==> src/rtl/pipe_hazard_ctrl.sv <==
// pipe_hazard_ctrl
//   Pipeline sequencer for the 5-stage core. It sits beside the ID stage and
//   drives the IF/ID hold/flush, ID/EX flush and whole-pipe freeze controls.
//   It detects RAW hazards (load-use only when forwarding is on), kills
//   wrong-path instructions on a taken branch, and freezes the pipe while a
//   multi-cycle SRAM access is outstanding. The SRAM wait is bounded by a
//   timeout that aborts the access and raises a sticky error.
//
//   Ports
//     clk, rst                 clock (rising edge), async active-low reset
//     id_src1/_vld, id_src2/_vld   ID-stage source operands
//     exe_WB_EN, exe_MEM_R_EN, exe_Dest   EXE-stage writeback info
//     mem_WB_EN, mem_Dest      MEM-stage writeback info
//     fwd_en                   forwarding unit enabled
//     branch_taken             EXE-stage branch taken
//     mem_req, sram_ready      MEM-stage SRAM handshake
//     err_clr                  clears timeout_err
//     hold_if, flush_if, flush_id, freeze_all, mem_abort   control outputs
//     timeout_err              sticky SRAM timeout flag
//     haz_cnt, wait_cnt_tot, flush_cnt   saturating performance counters
module pipe_hazard_ctrl #(
  parameter int TIMEOUT = 16,
  parameter int CNT_W   = 16
) (
  input  logic             clk,
  input  logic             rst,
  input  logic [3:0]       id_src1,
  input  logic             id_src1_vld,
  input  logic [3:0]       id_src2,
  input  logic             id_src2_vld,
  input  logic             exe_WB_EN,
  input  logic             exe_MEM_R_EN,
  input  logic [3:0]       exe_Dest,
  input  logic             mem_WB_EN,
  input  logic [3:0]       mem_Dest,
  input  logic             fwd_en,
  input  logic             branch_taken,
  input  logic             mem_req,
  input  logic             sram_ready,
  input  logic             err_clr,
  output logic             hold_if,
  output logic             flush_if,
  output logic             flush_id,
  output logic             freeze_all,
  output logic             mem_abort,
  output logic             timeout_err,
  output logic [CNT_W-1:0] haz_cnt,
  output logic [CNT_W-1:0] wait_cnt_tot,
  output logic [CNT_W-1:0] flush_cnt
);

  localparam int WCNT_W = $clog2(TIMEOUT + 1);
  localparam logic [WCNT_W-1:0] WCNT_LAST = WCNT_W'(TIMEOUT - 1);

  typedef enum logic [1:0] {
    S_RUN      = 2'd0,
    S_MEM_WAIT = 2'd1,
    S_ABORT    = 2'd2
  } state_t;

  state_t            state_reg, state_next;
  logic [WCNT_W-1:0] wcnt_reg, wcnt_next;
  logic              timeout_err_reg, timeout_err_next;
  logic              timeout_hit;
  logic              hazard;

  // ---------------------------------------------------------------------------
  // RAW hazard detection. With forwarding, only a load in EXE cannot be
  // bypassed in time; without it, any pending writer in EXE or MEM stalls.
  // ---------------------------------------------------------------------------
  logic exe_hit, mem_hit;

  always_comb begin
    exe_hit = (id_src1_vld && (id_src1 == exe_Dest)) ||
              (id_src2_vld && (id_src2 == exe_Dest));
    mem_hit = (id_src1_vld && (id_src1 == mem_Dest)) ||
              (id_src2_vld && (id_src2 == mem_Dest));
    if (fwd_en) begin
      hazard = exe_MEM_R_EN && exe_WB_EN && exe_hit;
    end else begin
      hazard = (exe_WB_EN && exe_hit) || (mem_WB_EN && mem_hit);
    end
  end

  // ---------------------------------------------------------------------------
  // FSM: state register
  // ---------------------------------------------------------------------------
  always_ff @(posedge clk or negedge rst) begin
    if (!rst) begin
      state_reg       <= S_RUN;
      wcnt_reg        <= '0;
      timeout_err_reg <= 1'b0;
    end else begin
      state_reg       <= state_next;
      wcnt_reg        <= wcnt_next;
      timeout_err_reg <= timeout_err_next;
    end
  end

  // ---------------------------------------------------------------------------
  // FSM: next-state logic. The first frozen cycle happens in RUN, so the
  // wait counter starts at 1 on entry to MEM_WAIT and the abort fires after
  // exactly TIMEOUT frozen cycles.
  // ---------------------------------------------------------------------------
  always_comb begin
    state_next  = state_reg;
    wcnt_next   = wcnt_reg;
    timeout_hit = 1'b0;
    case (state_reg)
      S_RUN: begin
        if (mem_req && !sram_ready) begin
          state_next = S_MEM_WAIT;
          wcnt_next  = WCNT_W'(1);
        end
      end
      S_MEM_WAIT: begin
        if (sram_ready) begin
          state_next = S_RUN;
          wcnt_next  = '0;
        end else if (wcnt_reg == WCNT_LAST) begin
          state_next  = S_ABORT;
          wcnt_next   = '0;
          timeout_hit = 1'b1;
        end else begin
          wcnt_next = wcnt_reg + 1'b1;
        end
      end
      S_ABORT: begin
        // The aborted request is dropped regardless of mem_req.
        state_next = S_RUN;
        wcnt_next  = '0;
      end
      default: begin
        state_next = S_RUN;
        wcnt_next  = '0;
      end
    endcase

    // A timeout in the same cycle as a clear keeps the flag set.
    if (timeout_hit) begin
      timeout_err_next = 1'b1;
    end else if (err_clr) begin
      timeout_err_next = 1'b0;
    end else begin
      timeout_err_next = timeout_err_reg;
    end
  end

  // ---------------------------------------------------------------------------
  // FSM: output logic. Outputs are combinational so a stall/flush takes
  // effect on the stage registers in the same cycle. They are forced low
  // while reset is asserted, since RUN alone could still raise freeze_all.
  // ---------------------------------------------------------------------------
  always_comb begin
    hold_if    = 1'b0;
    flush_if   = 1'b0;
    flush_id   = 1'b0;
    freeze_all = 1'b0;
    mem_abort  = 1'b0;
    if (rst) begin
      case (state_reg)
        S_RUN:      freeze_all = mem_req && !sram_ready;
        S_MEM_WAIT: freeze_all = !sram_ready;
        S_ABORT:    mem_abort  = 1'b1;
        default:    freeze_all = 1'b0;
      endcase
      // A frozen pipe keeps everything in place; branch and hazard are
      // simply re-evaluated once the freeze lifts.
      if (!freeze_all) begin
        if (branch_taken) begin
          flush_if = 1'b1;
          flush_id = 1'b1;
        end else if (hazard) begin
          hold_if  = 1'b1;
          flush_id = 1'b1;
        end
      end
    end
  end

  assign timeout_err = timeout_err_reg;

  // ---------------------------------------------------------------------------
  // Saturating performance counters: 0 = hazard stalls, 1 = freeze cycles,
  // 2 = branch flushes.
  // ---------------------------------------------------------------------------
  logic [2:0]       cnt_inc;
  logic [CNT_W-1:0] cnt_reg [3];

  assign cnt_inc = {flush_if, freeze_all, hold_if};

  generate
    for (genvar gi = 0; gi < 3; gi++) begin : g_cnt
      always_ff @(posedge clk or negedge rst) begin
        if (!rst) begin
          cnt_reg[gi] <= '0;
        end else if (cnt_inc[gi] && (cnt_reg[gi] != {CNT_W{1'b1}})) begin
          cnt_reg[gi] <= cnt_reg[gi] + 1'b1;
        end
      end
    end
  endgenerate

  assign haz_cnt      = cnt_reg[0];
  assign wait_cnt_tot = cnt_reg[1];
  assign flush_cnt    = cnt_reg[2];

endmodule

==> config.mk <==
export PLATFORM = sky130hd
export DESIGN_NAME = pipe_hazard_ctrl
export DESIGN_NICKNAME = d
export VERILOG_FILES = /design/src/rtl/pipe_hazard_ctrl.sv
export SDC_FILE = /design/constraint.sdc
export NUM_CORES = 1
export LEC_CHECK = 0
export CORE_MARGIN = 2
export CORE_UTILIZATION = 35
export CTS_CLUSTER_SIZE = 30
export DETAILED_ROUTE_END_ITERATION = 10
export PLACE_DENSITY = 0.62
export SLEW_MARGIN = 0
export SYNTH_ARGS = -nofsm -noshare
export SYNTH_HDL_FRONTEND = slang
export SYNTH_SLANG_ARGS = --single-unit
==> constraint.sdc <==
create_clock -name clk -period 2.2 [get_ports clk]
set_input_delay 0.33 -clock clk [delete_from_list [all_inputs] [get_ports clk]]
set_output_delay 0.33 -clock clk [all_outputs]
set_load 0.01 [all_outputs]
==> impl_metrics.ini <==
[drt]
drc = 0
antenna_left = 0
num_vias = 2309
routedWlPerCell_um = 12.9
first_iter_violations = 54
drt_first_pass_iters = 4
wl_um = 6220
via_per_inst = 4.77

[pwr]
p_seq_frac = 0.506
p_clk_frac = 0.258
p_switching_uw = 691
swShare = 0.274
leakagePower_nw = 2.01
ir_drop_v = 0.000361
power.internal_mw = 1.83
p_per_area_nw_per_um2 = 614
pwr-share-comb = 0.236

[setup_path]
critical-path-max-stage-delay_ps = 430
rr_worst_depth = 7
r2r-start = wait_cnt_tot[4]$_DFFE_PN0P_
critPathCaptureType = primary output
path_class = in2out
cpLargestDelayFamily = buffers and inverters
start_kind = primary input
worst-path-stages = 7
crit_slowest_cell = clkdlybuf4s50_1
worst_r2r_endpoint = wait_cnt_tot[7]$_DFFE_PN0P_
startpoint = sram_ready
ff2ff_setup_slack_ps = 240
worst-endpoint-required_ps = 1870
path_cells = clkdlybuf4s50_1, nor2_1, o21ai_2, buf_4, or2_2, inv_1, dlygate4sd2_1
crit_fanout = 3
cp_num_buf_inv = 4
crit_end = freeze_all
cp.arrival_ps = 1770

[placed_design]
hpwl_um = 4820
preCtsSetupSlack_ps = -429
place.gp.congestion = 0.788
placed_cells_incl_taps = 472
portBuffers = 81

[floorplanning]
rows = 32
coreArea_um2 = 7810
die_w_um = 94.1
die_h_um = 94.1
dieArea_um2 = 8850
io_pins = 82
start_util = 0.364

[synth]
syn_area_um2 = 2840
syn_inst = 274
yosysSeqAreaShare = 0.493
synth-seq-cells = 56
synthDistinctLibCells = 33
syn_nets = 306
syn_area_per_cell_um2 = 10.4
yosys_warnings = 0

[final_layout]
layout_common_cells = dfrtp_1 (56), clkdlybuf4s50_1 (56), xnor2_1 (43)
drive_gt1_frac = 0.120
final_cell_count_no_fill = 484
diodes = 0
num-fill-cells = 723
area_growth_pct = 44.8
fin_nets = 413

[global_route]
grt_overflow = 0
top_usage_layer = met2
grt_max_degree = 36
grt_pass1_vias = 2325
grt_usage = 0.149
met2_usage = 0.244
met3_usage = 0.0393
grtUsageMet1 = 0.201
grt_pass1_wl_um = 10700
antenna_found_initial = 0

[clock_network]
clkSinkCount = 56
clk_latency_ps = 300
tritoncts = done
cts_htree_levels = 2
clockBufferDepth = 2
cts_buffers = 5
clkTransAtPathRegs_ps = 90
cts-root-buf = clkbuf_8

[sta]
clock.fmax_ghz = 0.475
setup_slack_ps = 95.7
hold_viol_final = 0
clock_skew_ps = 8.97
relSlewSlack = 0.712
setup_violations = 0
drv_slew = 0
tightestPinTransition_ps = 432
period_minus_slack_ps = 2100
final.period_utilization = 0.957

[status]
status = completed

[hold_path]
min_path_type = in2async

[flow_run]
maxCapViolations = 0
how the worst min path moves through the flow:
stage	startpoint	to
3_3_place_gp	rst	wait_cnt_tot[1]$_DFFE_PN0P_
3_5_place_dp	rst	wait_cnt_tot[1]$_DFFE_PN0P_
6_report	rst	wait_cnt_tot[13]$_DFFE_PN0P_
5_1_grt	rst	wait_cnt_tot[13]$_DFFE_PN0P_
2_1_floorplan	rst	flush_cnt[0]$_DFFE_PN0P_
4_1_cts	rst	wait_cnt_tot[1]$_DFFE_PN0P_
through the flow:
stage          instance area (µm²)  power (mW)  utilization  TNS, ps  hold WS [ps]
4_1_cts                       4030        2.56        0.516     -148           395
3_3_place_gp                  3890        1.88        0.499    -2860           180
2_1_floorplan                 2840        1.52            -        0          34.4
6_report                      4110        2.52        0.527        0           407
3_5_place_dp                  3890        1.90        0.499    -3110           186
5_1_grt                       4110        2.69        0.527    -1.45           413
worst register-to-register path, stage by stage (launching register included):
cell,delay (ps)
dfrtp_1,450
and4_1,250
and3_4,200
and3_4,200
a21oi_4,160
and3_1,310
nand4_1,150
xnor2_1,150
power by group through the flow:
| stage | Sequential, mW | Combinational (mW) | Clock [mW] |
|---|---|---|---|
| floorplan | 1.32 | 0.202 | 0 |
| detailed placement | 1.30 | 0.600 | 0 |
| CTS | 1.28 | 0.605 | 0.678 |
| global placement | 1.29 | 0.587 | 0 |
| global route | 1.31 | 0.659 | 0.728 |
| finish | 1.28 | 0.596 | 0.651 |
routing by layer:
metal | wire length, µm | part of all wire
met1 | 3000 | 0.48
met5 | 0 | 0
met3 | 337 | 0.054
met2 | 2860 | 0.46
met4 | 22 | 0.0035
timing repair:
item | 4_1_cts | 5_1_grt
pin swaps | 1 | 11
endpoints found under the hold margin | 3 | 0
hold buffers | 1 | 0
setup endpoints to repair | 4 | 4
buffers inserted | 2 | 1
resized for setup | 10 | 29
area by class of cell:
type	count	area, µm²	area share
Clock buffer	6	72.6	0.0176
Clock inverter	2	35.0	0.00852
Inverter	8	30.0	0.00730
Multi-Input combinational cell	206	1420	0.345
Sequential cell	56	1400	0.341
Tap cell	102	128	0.0310
Timing Repair Buffer	104	1030	0.250
kinds of logic (layout without fill, tap and decap cells):
logic type | count (synthesis) | count (layout) | share of synthesized area
muxes | 4 | 4 | 0.0159
and+or+nand+nor | 122 | 122 | 0.230
AOI/OAI and AO/OA | 15 | 15 | 0.0374
adders and majority gates | 4 | 4 | 0.0176
buffers and inverters | 12 | 120 | 0.0181
xor gates and xnor gates | 61 | 61 | 0.188
DFF | 56 | 56 | 0.493
synthesized netlist by cell type:
library cell   n  area share
nand4_1       16       0.035
mux2_2         4       0.016
xnor2_1       43        0.13
ha_1           4       0.018
and3_1        19       0.042
and3_4         2      0.0079
o221ai_1       1      0.0031
and2_1         6       0.013
o21a_1         1      0.0026
a21oi_1        5      0.0088
inv_1          8       0.011
nand3_1       18       0.032
or2_2          1      0.0022
clkbuf_1       1      0.0013
nor2b_1        3      0.0066
a31oi_1        1      0.0022
buf_2          2      0.0035
nor2_1        19       0.025
xor2_1        18       0.056
and4_1         3      0.0093
a21oi_4        1      0.0057
a21o_1         1      0.0026
nand2_1       24       0.032
and2b_1        1      0.0026
o21ai_0        1      0.0018
dfrtp_1       56        0.49
nor3_1         6       0.011
nor4_1         2      0.0044
buf_4          1      0.0026
o211ai_1       1      0.0026
a22oi_1        2      0.0053
and4b_1        2      0.0070
a21boi_0       1      0.0026
No activity file was read; power rests on OpenSTA's default activity.
